[src/rtl/lcd_bus_responder.sv]
// Responder side of an HD44780-style 8-bit character-LCD bus.
// Samples E in the clk domain, acts on each E falling edge, and keeps the
// 80-byte DDRAM, the address counter, the display shift and the mode flags.
// DDRAM contents are exposed through a registered view port for mirrors.
module lcd_bus_responder #(
    parameter int BUSY_CYCLES = 0
) (
    input  logic       clk,
    input  logic       rst,
    input  logic       lcd_e,
    input  logic       lcd_rs,
    input  logic       lcd_rw,
    input  logic [7:0] lcd_data,
    output logic [7:0] rd_data,
    output logic       rd_valid,
    input  logic [6:0] view_addr,
    output logic [7:0] view_char,
    output logic [6:0] ac,
    output logic [5:0] disp_shift,
    output logic       disp_on,
    output logic       cursor_on,
    output logic       blink_on,
    output logic       inc_mode,
    output logic       shift_mode,
    output logic       two_line,
    output logic       eight_bit,
    output logic       busy,
    output logic       overrun,
    output logic       err_illegal
);

    typedef enum logic [1:0] {FILL, WAIT, IDLE} state_t;

    typedef struct packed {
        logic disp_on;
        logic cursor_on;
        logic blink_on;
        logic inc_mode;
        logic shift_mode;
        logic two_line;
        logic eight_bit;
    } mode_t;

    localparam logic [6:0] LAST_IDX = 7'd79;

    // AC is legal if it points at a visible DDRAM cell in the current line mode.
    function automatic logic ac_legal(input logic [6:0] a, input logic two);
        if (two) return (a <= 7'h27) || (a >= 7'h40 && a <= 7'h67);
        return a <= 7'h4F;
    endfunction

    // Line-2 addresses (0x40..0x67) map onto linear cells 40..79.
    function automatic logic [6:0] ac_index(input logic [6:0] a, input logic two);
        if (two && a[6]) return a - 7'd24;
        return a;
    endfunction

    // Step the address counter by one, wrapping across the line gaps.
    function automatic logic [6:0] ac_step(input logic [6:0] a, input logic two, input logic up);
        if (two) begin
            if (up) return (a == 7'h27) ? 7'h40 : (a == 7'h67) ? 7'h00 : a + 7'd1;
            return (a == 7'h00) ? 7'h67 : (a == 7'h40) ? 7'h27 : a - 7'd1;
        end
        if (up) return (a == 7'h4F) ? 7'h00 : a + 7'd1;
        return (a == 7'h00) ? 7'h4F : a - 7'd1;
    endfunction

    // Display shift is a position on a 40-column ring.
    function automatic logic [5:0] shift_step(input logic [5:0] d, input logic up);
        if (up) return (d == 6'd39) ? 6'd0 : d + 6'd1;
        return (d == 6'd0) ? 6'd39 : d - 6'd1;
    endfunction

    logic [7:0]  mem [80];
    state_t      state, state_n;
    mode_t       mode, mode_n;
    logic [6:0]  fill_idx, fill_n;
    logic [15:0] wait_cnt, wait_n;
    logic [6:0]  ac_n;
    logic [5:0]  shift_n;
    logic        overrun_n, err_n, rd_valid_n;
    logic [7:0]  rd_data_n;
    logic        mem_we;
    logic [6:0]  mem_addr;
    logic [7:0]  mem_wdata;

    logic        e_s1, e_s2, rs_q, rw_q;
    logic [7:0]  data_q;
    logic        cap_rs, cap_rw;
    logic [7:0]  cap_data;
    logic        e_fall, filling;

    assign e_fall  = e_s2 & ~e_s1;
    assign filling = (state != IDLE);
    // Held reset reports not-busy; the fill itself starts on release.
    assign busy    = rst & filling;

    assign disp_on    = mode.disp_on;
    assign cursor_on  = mode.cursor_on;
    assign blink_on   = mode.blink_on;
    assign inc_mode   = mode.inc_mode;
    assign shift_mode = mode.shift_mode;
    assign two_line   = mode.two_line;
    assign eight_bit  = mode.eight_bit;

    // Synchronise E and capture the bus fields seen while E was high.
    always_ff @(posedge clk) begin
        // NOTE: sequential state uses non-blocking assignments so every flop samples pre-edge values.
        if (!rst) begin
            e_s1     <= 1'b0;
            e_s2     <= 1'b0;
            rs_q     <= 1'b0;
            rw_q     <= 1'b0;
            data_q   <= 8'h00;
            cap_rs   <= 1'b0;
            cap_rw   <= 1'b0;
            cap_data <= 8'h00;
        end else begin
            e_s1   <= lcd_e;
            e_s2   <= e_s1;
            rs_q   <= lcd_rs;
            rw_q   <= lcd_rw;
            data_q <= lcd_data;
            if (e_s1) begin
                cap_rs   <= rs_q;
                cap_rw   <= rw_q;
                cap_data <= data_q;
            end
        end
    end

    // Next-state logic: fill/wait sequencing plus transaction decode.
    always_comb begin
        // NOTE: every signal written here gets a default first, so no path can infer a latch.
        state_n    = state;
        fill_n     = fill_idx;
        wait_n     = wait_cnt;
        ac_n       = ac;
        shift_n    = disp_shift;
        mode_n     = mode;
        overrun_n  = overrun;
        err_n      = err_illegal;
        rd_data_n  = rd_data;
        rd_valid_n = 1'b0;
        mem_we     = 1'b0;
        mem_addr   = fill_idx;
        mem_wdata  = 8'h20;

        case (state)
            FILL: begin
                mem_we = 1'b1;
                if (fill_idx == LAST_IDX) begin
                    fill_n  = 7'd0;
                    state_n = IDLE;
                    if (BUSY_CYCLES > 0) begin
                        state_n = WAIT;
                        wait_n  = 16'(BUSY_CYCLES - 1);
                    end
                end else begin
                    fill_n = fill_idx + 7'd1;
                end
            end
            WAIT: begin
                if (wait_cnt == 16'd0) state_n = IDLE;
                else                   wait_n  = wait_cnt - 16'd1;
            end
            IDLE:    ;
            default: state_n = IDLE;
        endcase

        if (e_fall) begin
            if (cap_rw) begin
                rd_valid_n = 1'b1;
                if (!cap_rs) begin
                    rd_data_n = {filling, ac};
                end else if (filling) begin
                    rd_data_n = 8'h00;
                end else begin
                    rd_data_n = ac_legal(ac, mode.two_line) ? mem[ac_index(ac, mode.two_line)] : 8'h00;
                    ac_n      = ac_step(ac, mode.two_line, mode.inc_mode);
                end
            end else if (filling) begin
                overrun_n = 1'b1;
            end else begin
                if (BUSY_CYCLES > 0) begin
                    state_n = WAIT;
                    wait_n  = 16'(BUSY_CYCLES - 1);
                end
                if (cap_rs) begin
                    if (ac_legal(ac, mode.two_line)) begin
                        mem_we    = 1'b1;
                        mem_addr  = ac_index(ac, mode.two_line);
                        mem_wdata = cap_data;
                    end else begin
                        err_n = 1'b1;
                    end
                    ac_n = ac_step(ac, mode.two_line, mode.inc_mode);
                    if (mode.shift_mode) shift_n = shift_step(disp_shift, mode.inc_mode);
                end else begin
                    casez (cap_data)
                        8'b1???????: begin
                            if (ac_legal(cap_data[6:0], mode.two_line)) ac_n = cap_data[6:0];
                            else                                      err_n = 1'b1;
                        end
                        8'b01??????: err_n = 1'b1;
                        8'b001?????: begin
                            mode_n.eight_bit = cap_data[4];
                            mode_n.two_line  = cap_data[3];
                        end
                        8'b0001????: begin
                            if (cap_data[3]) shift_n = shift_step(disp_shift, cap_data[2]);
                            else             ac_n    = ac_step(ac, mode.two_line, cap_data[2]);
                        end
                        8'b00001???: begin
                            mode_n.disp_on   = cap_data[2];
                            mode_n.cursor_on = cap_data[1];
                            mode_n.blink_on  = cap_data[0];
                        end
                        8'b000001??: begin
                            mode_n.inc_mode   = cap_data[1];
                            mode_n.shift_mode = cap_data[0];
                        end
                        8'b0000001?: begin
                            ac_n    = 7'd0;
                            shift_n = 6'd0;
                        end
                        8'b00000001: begin
                            ac_n            = 7'd0;
                            shift_n         = 6'd0;
                            mode_n.inc_mode = 1'b1;
                            state_n         = FILL;
                            fill_n          = 7'd0;
                        end
                        default: ;
                    endcase
                end
            end
        end
    end

    // Control and status registers with synchronous active-low reset.
    always_ff @(posedge clk) begin
        if (!rst) begin
            state       <= FILL;
            fill_idx    <= 7'd0;
            wait_cnt    <= 16'd0;
            ac          <= 7'd0;
            disp_shift  <= 6'd0;
            mode        <= '{disp_on: 1'b0, cursor_on: 1'b0, blink_on: 1'b0, inc_mode: 1'b1,
                             shift_mode: 1'b0, two_line: 1'b0, eight_bit: 1'b1};
            overrun     <= 1'b0;
            err_illegal <= 1'b0;
            rd_data     <= 8'h00;
            rd_valid    <= 1'b0;
        end else begin
            state       <= state_n;
            fill_idx    <= fill_n;
            wait_cnt    <= wait_n;
            ac          <= ac_n;
            disp_shift  <= shift_n;
            mode        <= mode_n;
            overrun     <= overrun_n;
            err_illegal <= err_n;
            rd_data     <= rd_data_n;
            rd_valid    <= rd_valid_n;
        end
    end

    // DDRAM write port and registered view read port.
    always_ff @(posedge clk) begin
        // NOTE: the DDRAM array has no reset; the FILL sequence initialises it after every reset.
        if (mem_we) mem[mem_addr] <= mem_wdata;
        view_char <= (view_addr > LAST_IDX) ? 8'h20 : mem[view_addr];
    end

endmodule

[config.mk]
export PLATFORM = sky130hd
export DESIGN_NAME = lcd_bus_responder
export DESIGN_NICKNAME = d
export VERILOG_FILES = /design/src/rtl/lcd_bus_responder.sv
export SDC_FILE = /design/constraint.sdc
export NUM_CORES = 1
export LEC_CHECK = 0
export CORE_ASPECT_RATIO = 1.75
export CORE_MARGIN = 1
export CORE_UTILIZATION = 60
export CTS_CLUSTER_DIAMETER = 60
export CTS_CLUSTER_SIZE = 14
export DETAILED_ROUTE_END_ITERATION = 16
export GPL_TIMING_DRIVEN = 0
export PLACE_DENSITY_LB_ADDON = 0.3
export SLEW_MARGIN = 0
export SYNTH_ARGS = -nofsm -noshare
export SYNTH_HDL_FRONTEND = slang
export SYNTH_SLANG_ARGS = --single-unit
[constraint.sdc]
create_clock -name clk -period 6.15 [get_ports clk]
set_input_delay 1.5375 -clock clk [delete_from_list [all_inputs] [get_ports clk]]
set_output_delay 1.5375 -clock clk [all_outputs]
set_load 0.02 [all_outputs]
# Word level (Yosys, flattened, before mapping)
# Memory sizes are Yosys's and may differ from the RTL's. A register that Yosys moved wholly into a read port is not among the register bits.
# Cells that the tools add are included.
[word_totals]
regBits = 78
ramBits = 640
input_bits = 20
output_inout_bits = 40
wordCells = 280
memories = 1
[mem_list]
columns = ["name", "words", "word_bits", "rd", "rd_ports_with_merged_regs", "write_ports", "line_no", "rtl"]
rows = [
  ["mem", 80, 8, 2, 1, 1, "74", "logic [7:0] mem [80];"],
]
[op_classes]
add_sub_neg = 7
magnitude_cmp = 9
n_eq_ne = 23
n_mux = 184
n_bitwise = 7
reduce_logical = 25
[op_table]
columns = ["op", "n"]
rows = [
  ["two-way mux 7 bit", 49],
  ["two-way mux 1 bit", 106],
  ["two-way mux 8 bit", 8],
  ["two-way mux 6 bit", 9],
  ["equality test 7 bit, second input constant", 4],
  ["less-or-equal comparator 7 bit, second input constant", 4],
  ["case mux 7 bit (3 select lines)", 1],
  ["AND reduction 5 bit", 4],
  ["AND reduction 6 bit", 3],
  ["zero test 16 bit", 1],
  ["subtractor 16 x 1 -> 16 bit, second input constant", 1],
  ["adder 7 x 1 -> 7 bit, second input constant", 2],
  ["greater-or-equal comparator 7 bit, second input constant", 2],
  ["less-or-equal comparator 7 x 6 -> 1 bit, second input constant", 2],
  ["two-way mux 2 bit", 7],
  ["case mux 6 bit (2 select lines)", 1],
  ["inequality test 3 bit, second input constant", 3],
  ["equality test 8 x 1 -> 1 bit, second input constant", 1],
  ["inequality test 2 bit, second input constant", 4],
  ["equality test 7 x 1 -> 1 bit, second input constant", 1],
  ["equality test 7 x 6 -> 1 bit, second input constant", 1],
  ["> comparator 7 bit, second input constant", 1],
  ["zero test 7 bit", 1],
  ["subtractor 7 x 1 -> 7 bit, second input constant", 1],
  ["other kinds (25)", 38],
]

# Depth between registers and ports, before layout
[depth]
ltp_word = 21
depth_mapped = 13

# Least setup slack after synthesis
# OpenSTA, ideal clock, no wires.
[synth_timing]
kind = "input -> output"
start = "input rst"
end = "output busy"
arrival_time_ns = 2.547
t_required_ns = 4.612
path_slack_ns = 2.065
stages = 5
path_buffers = 3
path_cell_list = "clkbuf_1 > inv_1 > clkbuf_1 > buf_1 > nor2_1"
[synth_between]
elab_chain_len = 1
[synth_rtl]
columns = ["element", "line_no", "rtl"]
rows = [
  ["from (decl)", "9", "input logic rst,"],
  ["AND 1 bit", "96", "assign busy = rst & filling;"],
  ["to (decl)", "27", "output logic busy,"],
]
# Every way passes these cells.

# Worst setup path in the final report
# Ends and elaborated chain as after synthesis.

==> results by group <==
Timing
  – RSZ-0062 raised after global routing: false
  – Setup TNS: 0 ps
  – Layout Skew: roughly 26 ps
  – Worst Tran Pin Value: about 1600 ps
  – Final min period: approximately 5200 ps
  – Final period util: 85.1%
  – # setup viols final: 0
  – Fin. max-slew vios: 11
  – Slew headroom: -4.09%
  – Final Hold Fails: 0
  – Maximum clock frequency: 191 MHz
  – PnR worst setup slack: 914 ps

Drt
  – Routed via count: 22800
  – Vias per cell: about 7.5
  – Number of routed nets with antenna violations: 0
  – Drc violations: 0
  – DRT Pass-1 Iters: 7
  – WL/cell: between 40 and 50 um
  – Routed WL: roughly 120000 um
  – Initial DRC count: between 3000 and 4000

Global routing
  – Largest net degree at the start of global routing: a little over 80
  – Initial antenna violation count: 6
  – Number of global-route vias before repair: around 23000
  – First-pass GRT wire length: 169000 um
  – Gr ovfl total: 0
  – Total GRT Usage: 42.3%

Cells and area
  – Sequential cell area: between 20000 and 25000 sq um
  – Fin util: between 60% and 70%
  – Final nets: 2266
  – Fill cells: between 3000 and 4000
  – Finished Cell Area: roughly 38000 sq um
  – Multi-input logic area: 13300 sq um
  – Area Overhead vs Synth: 9.42%
  – Layout cells sized above 1: roughly a quarter

Synthesis
  – Yosys warning count: 0
  – Synth Cell Area: about 35000 sq um
  – Top_reg_cell synth: edfxtp_1
  – Register bit total from synthesis: between 700 and 800
  – Avg Inst Size Synth: around 17 sq um
  – Mapped Cells: about 2100
  – Post-Syn Nets: ~2100
  – Synth async-reset ratio: 0%
  – Yosys cell types: 78
  – Post-synth EDFFs: 640
  – Post-synthesis sequential area ratio: between 50% and 60%

Setup path
  – CP max-delay cell: buf_1
  – Req. time, crit path: 4610 ps
  – Worst path cell trace: clkbuf_1 > inv_1 > clkbuf_1 > buf_1 > nor2_1 > clkdlybuf4s50_1
  – Reg2Reg Setup Slack: 960 ps
  – R2R depth: 10
  – Most common cell on crit path: clkbuf_1
  – Crit path buf inv count: 5
  – Max incr delay on CP: just under 600 ps
  – Crit path DAT: ~3700 ps
  – CP Max Fanout: 10
  – CP Class: primary input to output port
  – R2r startpoint: ac[4]$_SDFFE_PN0P_
  – Startpoint types: primary input
  – Worst Setup End Kind: output port
  – CP delay by family, top: buffers and inverters
  – Worst r2r dst: mem[72][3]$_DFFE_PP_

Min path
  – Min-delay src: disp_on$_SDFFE_PN0P_
  – WHS Path Cells: 2
  – Hold crit path type: flip-flop to flip-flop
  – Hold Path End: disp_on$_SDFFE_PN0P_

Flow run
  – Max-cap violations: 1

Floorplan
  – Initial Utilization: 61.0%
  – Die width: between 150 and 200 um
  – Full die area: a little under 60000 sq um
  – IO Count: 60
  – FP Rows: roughly 120
  – CORE AREA: around 57000 sq um
  – Die H: 322 um

Place
  – IO Port Bufs: 56
  – DP HPWL: roughly 85000 um
  – Final Wtd Congestion: about 1.1
  – Pre-CTS worst setup slack: around 960 ps
  – Placed Area: 36700 sq um

Power and ir drop
  – Switching share of power: between 20% and 30%
  – Comb pwr share: between 4 and 5%
  – Int Pwr: 0.00726 W
  – Leakage: about 12 nW
  – Sequential cell fraction of total power: 57.6%
  – Power Total: approximately 0.009 W
  – Peak supply drop: between 300 and 400 uV
  – P per Cell Area: 241 nW/um^2
  – Psw: around 0.002 W
  – Clock power frac: between 30% and 40%

Clock tree
  – Clock Path Buffers: 3
  – Clock sinks: between 700 and 800
  – Total CTS buffers: 58
  – Worst skew pair latency: roughly 650 ps
  – Cts hold-fix bufs: 0
  – CTS tree: yes
  – CTS HTree Levels: 2
  – CTS root buffer: clkbuf_16
  – PostCTS Resize Cnt: 0
  – Clock Pin Slew Worst Setup and Hold Paths: approximately 70 ps
  – Post-CTS setup buffer count: 0

Run status
  – Failing checks: max-capacitance violations, max-slew violations
  – Outcome: finished, violations left
per-layer routing:
metal | part of all wire [%] | routed length, um | GRT usage (%)
met1 | 30 | 36900 | 46.8
met2 | 48 | 58500 | 67.9
met4 | 11 | 13300 | 37.9
met5 | 0.055 | 67 | 0.340
met3 | 10 | 12500 | 9.95
power groups by stage:
| stage | registers [W] | logic [W] | clock network (W) |
|---|---|---|---|
| floorplan | 0.00544 | 0.000237 | 0 |
| global placement | 0.00543 | 0.000406 | 0 |
| detailed placement | 0.00544 | 0.000411 | 0 |
| CTS | 0.00533 | 0.000413 | 0.00349 |
| global route | 0.00533 | 0.000435 | 0.00364 |
| finish | 0.00533 | 0.000428 | 0.00350 |
cells by family after synthesis:
logic type / share of synthesized area [%]
DFF: 59.7
and+or+nand+nor: 7.11
muxes: 25.4
AOI/OAI and AO/OA: 4.18
buffers and inverters: 2.39
xor gates and xnor gates: 0.778
adders and majority gates: 0.428
cell type report:
cell class	count	area share, %
Clock buffer	83	4.20
Timing Repair Buffer	63	1.76
Multi-Input combinational cell	1215	34.7
Tap cell	767	2.50
Buffer	152	2.01
Inverter	18	0.176
Antenna cell	2	0.0131
Sequential cell	726	54.6
Clock inverter	2	0.0489
cells in the mapped netlist (4+ instances only):
cell type	count	area share, %
edfxtp_1	640	55
mux4_2	361	23
nor2_1	180	1.9
nand2_1	153	1.6
dfxtp_1	86	4.9
nand3_1	66	0.94
clkbuf_1	65	0.70
buf_2	48	0.69
a21oi_1	43	0.61
mux2i_1	41	1.2
o21ai_0	31	0.44
and2_1	30	0.54
nor3_1	26	0.37
buf_4	22	0.47
a22oi_1	21	0.45
xnor2_1	21	0.52
inv_1	16	0.17
mux2_2	15	0.48
nand2b_1	15	0.27
nand4_1	15	0.27
a31oi_1	13	0.23
ha_1	12	0.43
buf_1	10	0.11
a211oi_1	9	0.19
o22ai_1	9	0.16
o31ai_1	9	0.19
nor3b_1	8	0.17
mux4_1	7	0.52
nor2b_1	7	0.12
o211ai_1	7	0.15
or3_1	7	0.12
xor2_1	7	0.17
a32oi_1	6	0.15
buf_6	6	0.19
o221ai_1	6	0.15
a221oi_1	5	0.12
a311oi_1	5	0.12
o21a_1	5	0.11
o31a_1	5	0.12
or4_1	5	0.11
or2_2	4	0.071
metrics by stage:
| stage | std cells | hold slack (ps) |
|---|---|---|
| CTS | 3025 | 456 |
| floorplan | 2111 | 436 |
| global route | 3027 | 478 |
| finish | 3028 | 454 |
| detailed placement | 2940 | 447 |
| global placement | 2934 | 443 |
sequential cells by signal, summed over array words and instances (netlist names), 7 cells and up:
signal and flops:
ac 7, wait_cnt 16, mem 640, data_q 8
fill_idx 7, view_char 8, rd_data 8, cap_data 8
worst min-delay path: stages (launching register included):
cell and delay (ps):
dfxtp_1 310, nand2_1 50, a21oi_1 50
worst max-delay path by stage:
stage,from,end,slack (ps),cells after the start
after floorplan,rst,busy,2070,5
after global placement,ac[4]$_SDFFE_PN0P_,mem[48][1]$_DFFE_PP_,60,10
after CTS,rst,busy,960,6
after global routing,rst,busy,810,6
after detailed placement,rst,busy,960,6
final,rst,busy,910,6
layout by cell type, fill, tap and decap left out, types with 9 or more instances in the layout:
master	synthesis	layout
o21ai_0	31	31
and2_1	30	23
xnor2_1	21	21
nor2_1	180	179
mux2i_1	41	41
mux4_2	361	361
a211oi_1	9	9
nor3_1	26	26
nand3_1	66	66
dfxtp_1	86	86
a22oi_1	21	21
mux2_2	15	15
clkbuf_16	0	61
buf_2	48	48
buf_1	10	10
clkbuf_1	65	87
nand2_1	153	153
buf_4	22	24
a31oi_1	13	13
clkdlybuf4s50_1	0	56
nand4_1	15	15
inv_1	16	16
o22ai_1	9	9
nand2b_1	15	14
edfxtp_1	640	640
ha_1	12	12
a21oi_1	43	43
Note: power is estimated with default switching activity, not from simulation.
==> variant 1, RTL diff (same settings) <==
Register the output `err_illegal` once more, cleared by the reset; this adds one clock of latency there. The other outputs are not delayed to match.
--- a/src/rtl/lcd_bus_responder.sv
+++ b/src/rtl/lcd_bus_responder.sv
@@ -45,2 +45,4 @@
 
+    logic err_illegal_s0;
+
     // AC is legal if it points at a visible DDRAM cell in the current line mode.
@@ -141,3 +143,3 @@
         overrun_n  = overrun;
-        err_n      = err_illegal;
+        err_n      = err_illegal_s0;
         rd_data_n  = rd_data;
@@ -251,3 +253,3 @@
             overrun     <= 1'b0;
-            err_illegal <= 1'b0;
+            err_illegal_s0 <= 1'b0;
             rd_data     <= 8'h00;
@@ -262,3 +264,3 @@
             overrun     <= overrun_n;
-            err_illegal <= err_n;
+            err_illegal_s0 <= err_n;
             rd_data     <= rd_data_n;
@@ -275,2 +277,10 @@
 
+    always_ff @(posedge clk) begin
+        if (!rst) begin
+            err_illegal <= '0;
+        end else begin
+            err_illegal <= err_illegal_s0;
+        end
+    end
+
 endmodule
Check against the original RTL: same outputs for any inputs over 4 cycles, from zero or initial values and one cycle with rst low; that may be too few to reach the edited logic, so the function may still have changed.
==> variant 1 against the original RTL <==
- the flow still finishes with violations (capacitance limit, slew limit)
- setup slack worse by 0.54 ns
- wire length increased by 5.1%
- fmax shrank 9.3%
- non-clock buffer count rose by 6
- sequential cell count increased by 1
- area after synthesis is 0.21% higher
- cell area rose by 0.83%
- power grew 1.3%
- sequential share of layout area shrank 0.40 points
==> variant 1: results (changes against the original RTL) <==
Outcome
  • Status: complete, but fails checks (unchanged)
  • Failing checks: capacitance limit, slew limit (unchanged)

Cells and area
  • Fillers: 3928 (was 3988)
  • Layout Nets: 2245 (was 2266)
  • Layout cell share with drive strength beyond 1: 25.0% (was 24.6%)

Clocking
  • Worst-Skew Late Latency: 0.67 ns (was 0.65 ns)
  • Postcts setup bufs: 0 (unchanged)

Global route
  • Via count of the first global-routing pass: 23677 (was 22985)
  • M2 GR Usage: 70.5% (was 67.9%)
  • GR Util met3: 11.7% (was 9.95%)
  • GRT Total Usage: 44.2% (was 42.3%)
  • First-pass GRT wire length: 176000 um (was 169000 um)
  • Grt met1 use: 48.3% (was 46.8%)

Synth
  • Area contributors post-synth: edfxtp_1, mux4_2, dfxtp_1 (unchanged)
  • Post-Synthesis Cells: 2083 (was 2111)
  • Post-synthesis sequential area ratio: 59.7% (about the same)
  • Commonest cells post-synth: edfxtp_1, mux4_2, nor2_1 (unchanged)
  • Distinct cells, synth: 76 (was 78)

Timing
  • Max-slew headroom: -3.37% (was -4.09%)
  • Worst Skew: 0.0324 ns (was 0.0262 ns)
  • Final Max Tran Viols: 2 (was 11)

Detailed routing
  • Met3 WL: 14500 um (was 12500 um)
  • TritonRoute pass-1 iters: 6 (was 7)
  • Drt initial violations: 3414 (was 3318)
  • Met2 WL post-DR: 60700 um (was 58500 um)
  • Vias per cell: 7.74 (was 7.54)
  • Average wire per standard cell: 41.9 um (was 40.0 um)
  • Wl on met1: 37700 um (was 36900 um)

Place
  • Placed instance count: 2923 (was 2940)
  • GP Congestion: 1.06 (was 1.09)
  • Setup WS pre-CTS: 0.471 ns (was 0.961 ns)

Critical path
  • Arr. time, crit path: 6.05 ns (was 3.70 ns)
  • Slowest cell on crit path: nor2_1 (was buf_1)
  • Crit-path leading delay family: simple AND/OR/NAND/NOR gates (was buffers and inverters)
  • Max incr delay on CP: 0.94 ns (was 0.59 ns)

Pwr
  • Leakage: 12.1 nW (was 12.2 nW)
  • VDD IR max: 0.278 mV (was 0.315 mV)

Flow run
  • Max-cap violation count: 2 (was 1)
==> variant 1: cell count changes in the layout (fill, tap and decap cells not counted), sizes merged, moves of 10 or more <==
cell / delta
a31oi: +16
a211oi: +13
a2111oi: +17
nand2: -53
nand3b: +10
nor2: -15
mux2i: +14
nand3: -44
a22oi: -21
clkbuf: +23
nor2b: +12
==> variant 1: worst paths after layout <==
kind | startpoint | end | slack, ns | cells after the start
setup reg to reg | ac[4] | mem[43][0] | 0.38 | 10
setup / recovery | ac[4] | mem[43][0] | 0.38 | 10
hold reg to reg | data_q[0] | cap_data[0] | 0.49 | 2
hold / removal | data_q[0] | cap_data[0] | 0.49 | 2
==> variant 1: cell type report <==
type,count,share of cell area [%]
clock inverter,5,0.207
timing repair buffer,70,2.05
tap,773,2.50
inverter,25,0.243
buffer,151,1.96
multi-input combinational,1180,34.6
antenna,3,0.0194
sequential,727,54.2
clock buffer,103,4.19
==> variant 1: through the flow <==
step | area, sq um | setup TNS (ns)
after floorplan | 35100 | 0
after global placement | 36600 | -238.20
after detailed placement | 36900 | 0
after CTS | 38600 | 0
after global routing | 38700 | 0
final | 38700 | 0
==> variant 1: power breakdown <==
group	internal (mW)	switching [mW]	leakage (nW)	total, mW
combinational	0.153	0.280	4.42	0.434
clock	1.82	1.79	0.810	3.61
sequential	5.32	0.0159	6.86	5.33
total	7.29	2.08	12.1	9.38
==> variant 1: cell families (layout without fill, tap and decap cells) <==
logic type                 Yosys count  count (layout)  share of synthesized area [%]
adders and majority gates           12              12                          0.427
muxes                              436             436                           25.6
xor gates and xnor gates            26              26                          0.648
other                                0               3                              0
DFF                                727             727                           59.7
AOI/OAI and AO/OA                  244             244                           4.67
and+or+nand+nor                    462             462                           6.51
buffers and inverters              176             354                           2.42
==> variant 2, RTL diff (config.mk and constraints unchanged) <==
Made on the original files. `data_q` no longer has a reset.
--- a/src/rtl/lcd_bus_responder.sv
+++ b/src/rtl/lcd_bus_responder.sv
@@ -113,3 +113,2 @@
             rw_q     <= 1'b0;
-            data_q   <= 8'h00;
             cap_rs   <= 1'b0;
@@ -122,3 +121,2 @@
             rw_q   <= lcd_rw;
-            data_q <= lcd_data;
             if (e_s1) begin
@@ -129,2 +127,6 @@
         end
+    end
+
+    always_ff @(posedge clk) begin
+        data_q <= lcd_data;
     end
Function: same outputs for any inputs over 4 cycles, from zero or initial values and one cycle with rst low; that may be too few to reach the edited logic, so the function may still have changed.
==> variant 2 against the original RTL <==
- the run ends with capacitance limit, slew limit, setup timing left
- register-to-register slack got worse by 0.98 ns
- wire length rose by 3.6%
- power rose by 0.27%
- sequential share of layout area rose by 0.16 points
- area after synthesis fell by 0.41%
- cell area fell by 0.29%
- setup slack got worse by 0.93 ns
- sequential cell count did not move
- critical path depth rose by 2
- critical path type is now reg -> reg
- critical endpoint is now mem[79][0]
- largest cell class unchanged
==> variant 2: results (changes against the original RTL) <==
Detailed routing
  • Average wire per standard cell: 41.5 um (was 40.0 um)
  • Drt total wl: 126000 um (was 121000 um)
  • Drt initial violations: 3721 (was 3318)
  • TritonRoute pass-1 iters: 5 (was 7)
  • Vias per cell: 7.69 (was 7.54)

Timing
  • Final hold slack: 0.458 ns (was 0.454 ns)
  • Setup tns final: -0.111 ns (was 0 ns)
  • Final Max Tran Viols: 11 (unchanged)
  • Final WS setup: -0.0181 ns (was 0.914 ns)
  • Final setup viols: 8 (was 0)
  • Actual slew at the worst max-slew pin: 1.56 ns (was 1.55 ns)

Synth
  • Fraction of synthesized area in multiplexers: 24.9% (was 25.4%)
  • Post-Synth Adder-Cell Area: 0.430% (was 0.428%)
  • Area contributors post-synth: edfxtp_1, mux4_2, dfxtp_1 (unchanged)
  • Synth Area per Inst: 16.6 sq um (about the same)
  • XOR/XNOR Fraction of Synth Area: 0.706% (was 0.778%)
  • Synthesized net count: 2140 (was 2143)

Place
  • DP Area: 36600 sq um (was 36700 sq um)
  • GP Congestion: 1.09 (about the same)
  • Setup WS pre-CTS: 0.512 ns (was 0.961 ns)
  • Post-DP HPWL: 87500 um (was 84500 um)

Outcome
  • Failing checks: capacitance limit, slew limit, setup timing (was capacitance limit, slew limit)
  • Status: complete, but fails checks (unchanged)

Pwr
  • VDD IR max: 0.279 mV (was 0.315 mV)
  • Leakage: 12.2 nW (about the same)
  • Net Sw Power: 2.05 mW (was 2.00 mW)
  • Reg power frac: 57.4% (was 57.6%)

Clocking
  • Worst-Skew Late Latency: 0.68 ns (was 0.65 ns)

Global route
  • GRT Total Usage: 44.0% (was 42.3%)
  • First-pass GRT wire length: 174000 um (was 169000 um)
  • Via count of the first global-routing pass: 23334 (was 22985)

Flow run
  • Max-cap violation count: 1 (unchanged)

Critical path
  • Arr. time, crit path: 6.46 ns (was 3.70 ns)

Min path
  • WHS Endpoint: blink_on (was disp_on)
  • Hold Crit Start: blink_on (was disp_on)
variant 2: changes by cell type in the layout (fill, tap and decap cells not counted), sizes merged, moves of 11 or more:
| cell | delta |
|---|---|
| nand3 | -40 |
| nand2 | -35 |
| mux2i | +32 |
| a22oi | -21 |
| buf | +21 |
| a211oi | +20 |
| clkbuf | -19 |
| mux4 | -19 |
| a21oi | +18 |
| o21ai | +12 |
| o22ai | +11 |
variant 2: cell type report:
class / count / area, sq um / area share, %
flip-flops and latches: 726 / 20900 / 54.8
multi-input cells: 1210 / 13200 / 34.4
clock buffers: 80 / 1580 / 4.12
well taps: 767 / 960 / 2.51
plain buffers: 153 / 776 / 2.03
repair buffers: 65 / 713 / 1.87
inverters: 19 / 71.3 / 0.187
clock inverters: 5 / 45.0 / 0.118
diodes: 1 / 2.50 / 0.00654
variant 2: critical path, cell delays in order, from the launching register on:
cell and delay, ns:
dfxtp_1 0.43, buf_2 0.51, buf_2 0.64, buf_2 0.57, buf_1 0.96, nand2_1 0.11, o21ai_1 0.52, nand2_1 0.76
nor2_1 1.23
variant 2: layer usage:
| metal | GRT usage [%] | vias to the layer above | part of all wire, % |
|---|---|---|---|
| met1 | 49.6 | 11720 | 30 |
| met4 | 38.7 | 8 | 11 |
| li1 | - | 8889 | - |
| met3 | 12.5 | 629 | 12 |
| met2 | 68.3 | 2012 | 47 |
| met5 | 0 | - | 0.041 |
variant 2: worst max-delay path by stage:
| stage | to | slack (ns) |
|---|---|---|
| 2_1_floorplan | mem[0][2] | 0.64 |
| 3_3_place_gp | mem[72][2] | -3.90 |
| 3_5_place_dp | mem[79][1] | 0.51 |
| 4_1_cts | mem[79][0] | 0.50 |
| 5_1_grt | mem[79][0] | 0.32 |
| 6_report | mem[79][0] | -0.02 |
